**src/rtl/multi_channel_clock_divider.sv**
```systemverilog
// Multi-channel programmable clock divider: N_CH independent 50%-duty divided clocks with
// per-period TICK strobes and glitch-free ratio changes and stops at period boundaries.
module multi_channel_clock_divider #(
  parameter int unsigned N_CH        = 2,
  parameter int unsigned DIV_W       = 16,
  parameter int unsigned DEFAULT_DIV = 250
) (
  input  logic                    INPUT_CLK,
  input  logic                    RST,
  input  logic [N_CH-1:0]         EN,
  input  logic [N_CH*DIV_W-1:0]   DIV,
  input  logic [N_CH-1:0]         LOAD,
  output logic [N_CH-1:0]         OUTPUT_CLK,
  output logic [N_CH-1:0]         TICK,
  output logic [N_CH*DIV_W-1:0]   ACTIVE_DIV
);

  typedef enum logic [1:0] {StIdle, StRun, StDrain} state_e;

  localparam logic [DIV_W-1:0] DefDiv = (DEFAULT_DIV < 2) ? DIV_W'(2) : DIV_W'(DEFAULT_DIV);

  for (genvar g = 0; g < N_CH; g++) begin : g_ch
    state_e           state_q, state_d;
    logic [DIV_W-1:0] cnt_q, cnt_d;
    logic [DIV_W-1:0] act_q, act_d;
    logic [DIV_W-1:0] pend_q, pend_d;
    logic             pend_vld_q, pend_vld_d;
    logic             out_q, out_d;
    logic             tick_q, tick_d;
    logic [DIV_W-1:0] div_in;
    logic [DIV_W-1:0] div_clamped;
    logic [DIV_W-1:0] half;
    logic             wrap;

    assign div_in      = DIV[g*DIV_W +: DIV_W];
    assign div_clamped = (div_in < DIV_W'(2)) ? DIV_W'(2) : div_in;
    assign half        = act_q - (act_q >> 1);
    assign wrap        = (cnt_q == act_q - DIV_W'(1));

    always_comb begin
      state_d    = state_q;
      cnt_d      = cnt_q;
      act_d      = act_q;
      pend_d     = pend_q;
      pend_vld_d = pend_vld_q;
      out_d      = out_q;
      tick_d     = tick_q;
      unique case (state_q)
        StIdle: begin
          cnt_d  = '0;
          out_d  = 1'b0;
          tick_d = 1'b0;
          if (LOAD[g]) act_d = div_clamped;
          if (EN[g]) state_d = StRun;
        end
        StRun, StDrain: begin
          out_d  = (cnt_q < half);
          tick_d = wrap;
          if (wrap) begin
            cnt_d      = '0;
            pend_vld_d = 1'b0;
            // A LOAD coinciding with the boundary beats an older pending ratio.
            if (LOAD[g]) begin
              act_d = div_clamped;
            end else if (pend_vld_q) begin
              act_d = pend_q;
            end
          end else begin
            cnt_d = cnt_q + DIV_W'(1);
            if (LOAD[g]) begin
              pend_d     = div_clamped;
              pend_vld_d = 1'b1;
            end
          end
          if (EN[g]) begin
            state_d = StRun;
          end else if (state_q == StRun) begin
            state_d = StDrain;
          end else if (wrap) begin
            state_d = StIdle;
          end
        end
        default: state_d = StIdle;
      endcase
    end

    always_ff @(posedge INPUT_CLK) begin
      if (RST) begin
        state_q    <= StIdle;
        cnt_q      <= '0;
        act_q      <= DefDiv;
        pend_q     <= '0;
        pend_vld_q <= 1'b0;
        out_q      <= 1'b0;
        tick_q     <= 1'b0;
      end else begin
        state_q    <= state_d;
        cnt_q      <= cnt_d;
        act_q      <= act_d;
        pend_q     <= pend_d;
        pend_vld_q <= pend_vld_d;
        out_q      <= out_d;
        tick_q     <= tick_d;
      end
    end

    assign OUTPUT_CLK[g]                 = out_q;
    assign TICK[g]                       = tick_q;
    assign ACTIVE_DIV[g*DIV_W +: DIV_W]  = act_q;
  end

endmodule

```
**config.mk**
```make
export PLATFORM = sky130hd
export DESIGN_NAME = multi_channel_clock_divider
export DESIGN_NICKNAME = d
export VERILOG_FILES = /design/src/rtl/multi_channel_clock_divider.sv
export SDC_FILE = /design/constraint.sdc
export NUM_CORES = 1
export LEC_CHECK = 0
export BUFFER_PORTS_ARGS = -buffer_cell sky130_fd_sc_hd__buf_4
export CAP_MARGIN = 20
export CORE_MARGIN = 8
export CORE_UTILIZATION = 55
export CTS_BUF_LIST = sky130_fd_sc_hd__clkbuf_8
export DETAILED_ROUTE_END_ITERATION = 6
export PLACE_DENSITY = 0.74
export SKIP_CTS_REPAIR_TIMING = 1
export SYNTH_ARGS = -nofsm -noshare
export SYNTH_HDL_FRONTEND = slang
export SYNTH_SLANG_ARGS = --single-unit
export TNS_END_PERCENT = 50
```
**constraint.sdc**
```tcl
create_clock -name INPUT_CLK -period 4.9 [get_ports INPUT_CLK]
set_input_delay 0.98 -clock INPUT_CLK [delete_from_list [all_inputs] [get_ports INPUT_CLK]]
set_output_delay 0.98 -clock INPUT_CLK [all_outputs]
set_load 0.03 [all_outputs]
```
==> impl_metrics.py <==
metrics = {
    "run_status": {
        "status": "finished, final reports clean",
    },
    "drt": {
        "num_vias": 7124,
        "ant_nets": 0,
        "drt_wl_total_mm": 20.7,
        "drt_iter0_markers": 631,
        "first_pass_iters": 7,
        "remaining_drc_errors": 0,
        "vias_per_cell": 5.78,
        "wl_per_cell_um": 16.8,
    },
    "floorplan": {
        "initial_core_util": 0.557,
        "die_w_um": 140,
        "dieArea_um2": 19500,
        "die_y_um": 140,
        "core-area_um2": 15100,
        "num_rows": 45,
        "io_pins": 74,
    },
    "power_and_ir_drop": {
        "p_per_area_nw_per_um2": 273,
        "leakagePower_nw": 4.13,
        "peakVddDrop_uv": 213,
        "p_total_mw": 2.50,
    },
    "clock_tree": {
        "cts_buffer_depth": 2,
        "cts_tree": "done",
        "cts_buffers": 9,
        "clkSinkCount": 106,
        "htreeDepth": 3,
        "cts-root-buf": "clkbuf_8",
        "path_clk_slew_ns": 0.11,
        "worstSkewPairLatency_ns": 0.39,
    },
    "placed_design": {
        "port-buffer-count": 73,
        "pre_cts_ws_ns": 0.619,
        "place.gp.congestion": 0.931,
        "place.detailed.hpwl_mm": 16.0,
    },
    "timing": {
        "final_max_slew_viol_count": 0,
        "worst_slack_ns": 0.517,
        "finalCriticalPeriod_ns": 4.38,
        "hold_violations": 0,
        "worst_slew_pin_slew_ns": 0.937,
        "fin_worst_skew_ns": 0.0100,
        "rsz0062_at_grt": "no",
        "fin_setup_tns_ns": 0,
        "fmax_mhz": 228,
        "fin_crit_sh": 0.894,
        "max_slew_margin": 0.375,
        "setup_viol": 0,
    },
    "flow_run": {
        "maxCapViolations": 0,
    },
    "worst_setup_path": {
        "cp.arrival_ns": 4.71,
        "ff2ff_setup_slack_ns": 0.52,
        "endpoint_kind": "register",
        "r2r_start": "g_ch[1].act_q[1]",
        "r2r_cells": 14,
        "path_max_fanout": 5,
        "cp-start-kind": "register",
        "worst_r2r_endpoint": "g_ch[1].out_q",
        "required_ns": 5.22,
        "worstSetupPathType": "reg -> reg",
    },
    "cells_and_area": {
        "regArea_um2": 2120,
        "fill_cells": 1377,
        "multi_input_area_um2": 5800,
        "diodes": 0,
        "num-nets-final": 1181,
        "syn_to_final_growth_pct": 8.85,
        "drive_above_1_share": 0.116,
    },
    "worst_hold_path": {
        "whs_endpoint": "g_ch[0].pend_q[12]",
        "hold_start": "g_ch[0].pend_q[12]",
        "worst_hold_path.num_cells": 2,
        "hold_class": "reg -> reg",
    },
    "synthesis": {
        "synth.net_count": 1137,
        "synth_cells": 995,
        "synth_area_um2": 8410,
        "synthDistinctLibCells": 68,
        "ys_async_sr_fraction": 0,
        "synth.area.top_cells": "dfxtp_1 25%, ha_1 15%, mux2i_1 5.7%, xnor2_1 5.5%, xor2_1 4.5%",
        "synth-edff-count": 0,
        "yosys-top-cells-count": "106 x dfxtp_1, 102 x ha_1, 89 x nor2_1",
        "yosysTopAreaCellShare": 0.252,
        "synth_top_area_cell": "dfxtp_1",
        "yosysWarnings": 0,
        "yosysMostFrequentCell": "dfxtp_1",
        "synthFlopType": "dfxtp_1",
        "ys_ff_latch": 106,
        "synth_seq_area_share": 0.252,
        "syn_area_per_cell_um2": 8.45,
    },
    "grt": {
        "grt_pass1_wl_mm": 34.4,
        "grt-ovfl-total": 0,
        "grt_pass1_vias": 6852,
        "antenna_found_initial": 0,
        "grt_usage": 0.213,
        "grt_max_degree": 63,
    },
}
## through the flow
stage	hold slack, ns	instances	util	area, um^2
3_3_place_gp	0.440	1216	0.594	8970
2_1_floorplan	0.432	995	-	8410
4_1_cts	0.465	1232	0.607	9150
3_5_place_dp	0.450	1216	0.594	8970
6_report	0.463	1232	0.607	9150
5_1_grt	0.488	1232	0.607	9150
## state kept, by name, summed over array words and instances (netlist names)
register / flops
g_ch.act_q: 32
g_ch.cnt_q: 32
g_ch.pend_q: 32
g_ch.state_q: 4
g_ch.out_q: 2
g_ch.pend_vld_q: 2
g_ch.tick_q: 2
## critical path, stage by stage (launching register included)
cell and delay [ns]:
dfxtp_1 0.45, inv_1 0.12, ha_1 0.31, or2_2 0.30, a221oi_1 0.36, nor2_1 0.12
o41ai_1 0.55, a221oi_1 0.23, o311ai_0 0.32, o311ai_0 0.21, ha_1 0.22, or3_1 0.32
a2111oi_0 0.49, o21ai_0 0.17, a21oi_1 0.14
## final cells by class
cell class	instances	area share
multi-input cells	782	0.634
repair buffers	76	0.0623
clock buffers	9	0.0135
clock inverters	7	0.00670
well taps	188	0.0257
flip-flops and latches	106	0.232
inverters	64	0.0262
## report_power, final
part           switching [mW]  total (mW)  internal, mW
clock                   0.325       0.520         0.194
combinational           0.571        1.01         0.436
sequential             0.0674       0.974         0.907
## metal layers
| layer | part of all wire | track usage | vias to the layer above |
|---|---|---|---|
| met4 | 0.011 | 0.0514 | 0 |
| met1 | 0.50 | 0.300 | 3306 |
| met5 | 0 | 0 | - |
| met3 | 0.050 | 0.0321 | 18 |
| li1 | - | - | 3613 |
| met2 | 0.44 | 0.334 | 187 |
## worst max path at each step
stage,start,end,slack [ns]
after floorplan,g_ch[0].act_q[2],g_ch[0].out_q,1.02
final,g_ch[1].act_q[1],g_ch[1].out_q,0.52
after detailed placement,g_ch[1].act_q[1],g_ch[1].out_q,0.62
after CTS,g_ch[1].act_q[1],g_ch[1].out_q,0.57
after global placement,g_ch[1].act_q[1],g_ch[1].out_q,0.83
after global routing,g_ch[1].act_q[1],g_ch[1].out_q,0.14
## placed cells by master (no fill, tap or decap), types with 17 or more instances in the layout
| cell type | synthesis | routed |
|---|---|---|
| mux2_2 | 21 | 21 |
| nand3_1 | 25 | 25 |
| ha_1 | 102 | 102 |
| inv_1 | 64 | 64 |
| xnor2_1 | 53 | 53 |
| nand2_1 | 67 | 67 |
| buf_4 | 9 | 76 |
| a21oi_1 | 50 | 50 |
| and3_1 | 17 | 17 |
| nor2_1 | 89 | 89 |
| xor2_1 | 43 | 43 |
| mux2i_1 | 48 | 48 |
| nor3_1 | 46 | 46 |
| dfxtp_1 | 106 | 106 |
| o21ai_0 | 27 | 27 |
## cell families (layout without fill, tap and decap cells)
family          count (synthesis)  in the layout  share of synthesized area
flops                         106            106                      0.252
compound gates                177            177                      0.142
buf+inv                       107            156                     0.0579
fa+ha+maj                     104            104                      0.157
mux                            69             69                     0.0853
xor+xnor                       97             97                      0.103
simple gates                  335            335                      0.203
Note: power is estimated with default switching activity, not from simulation.
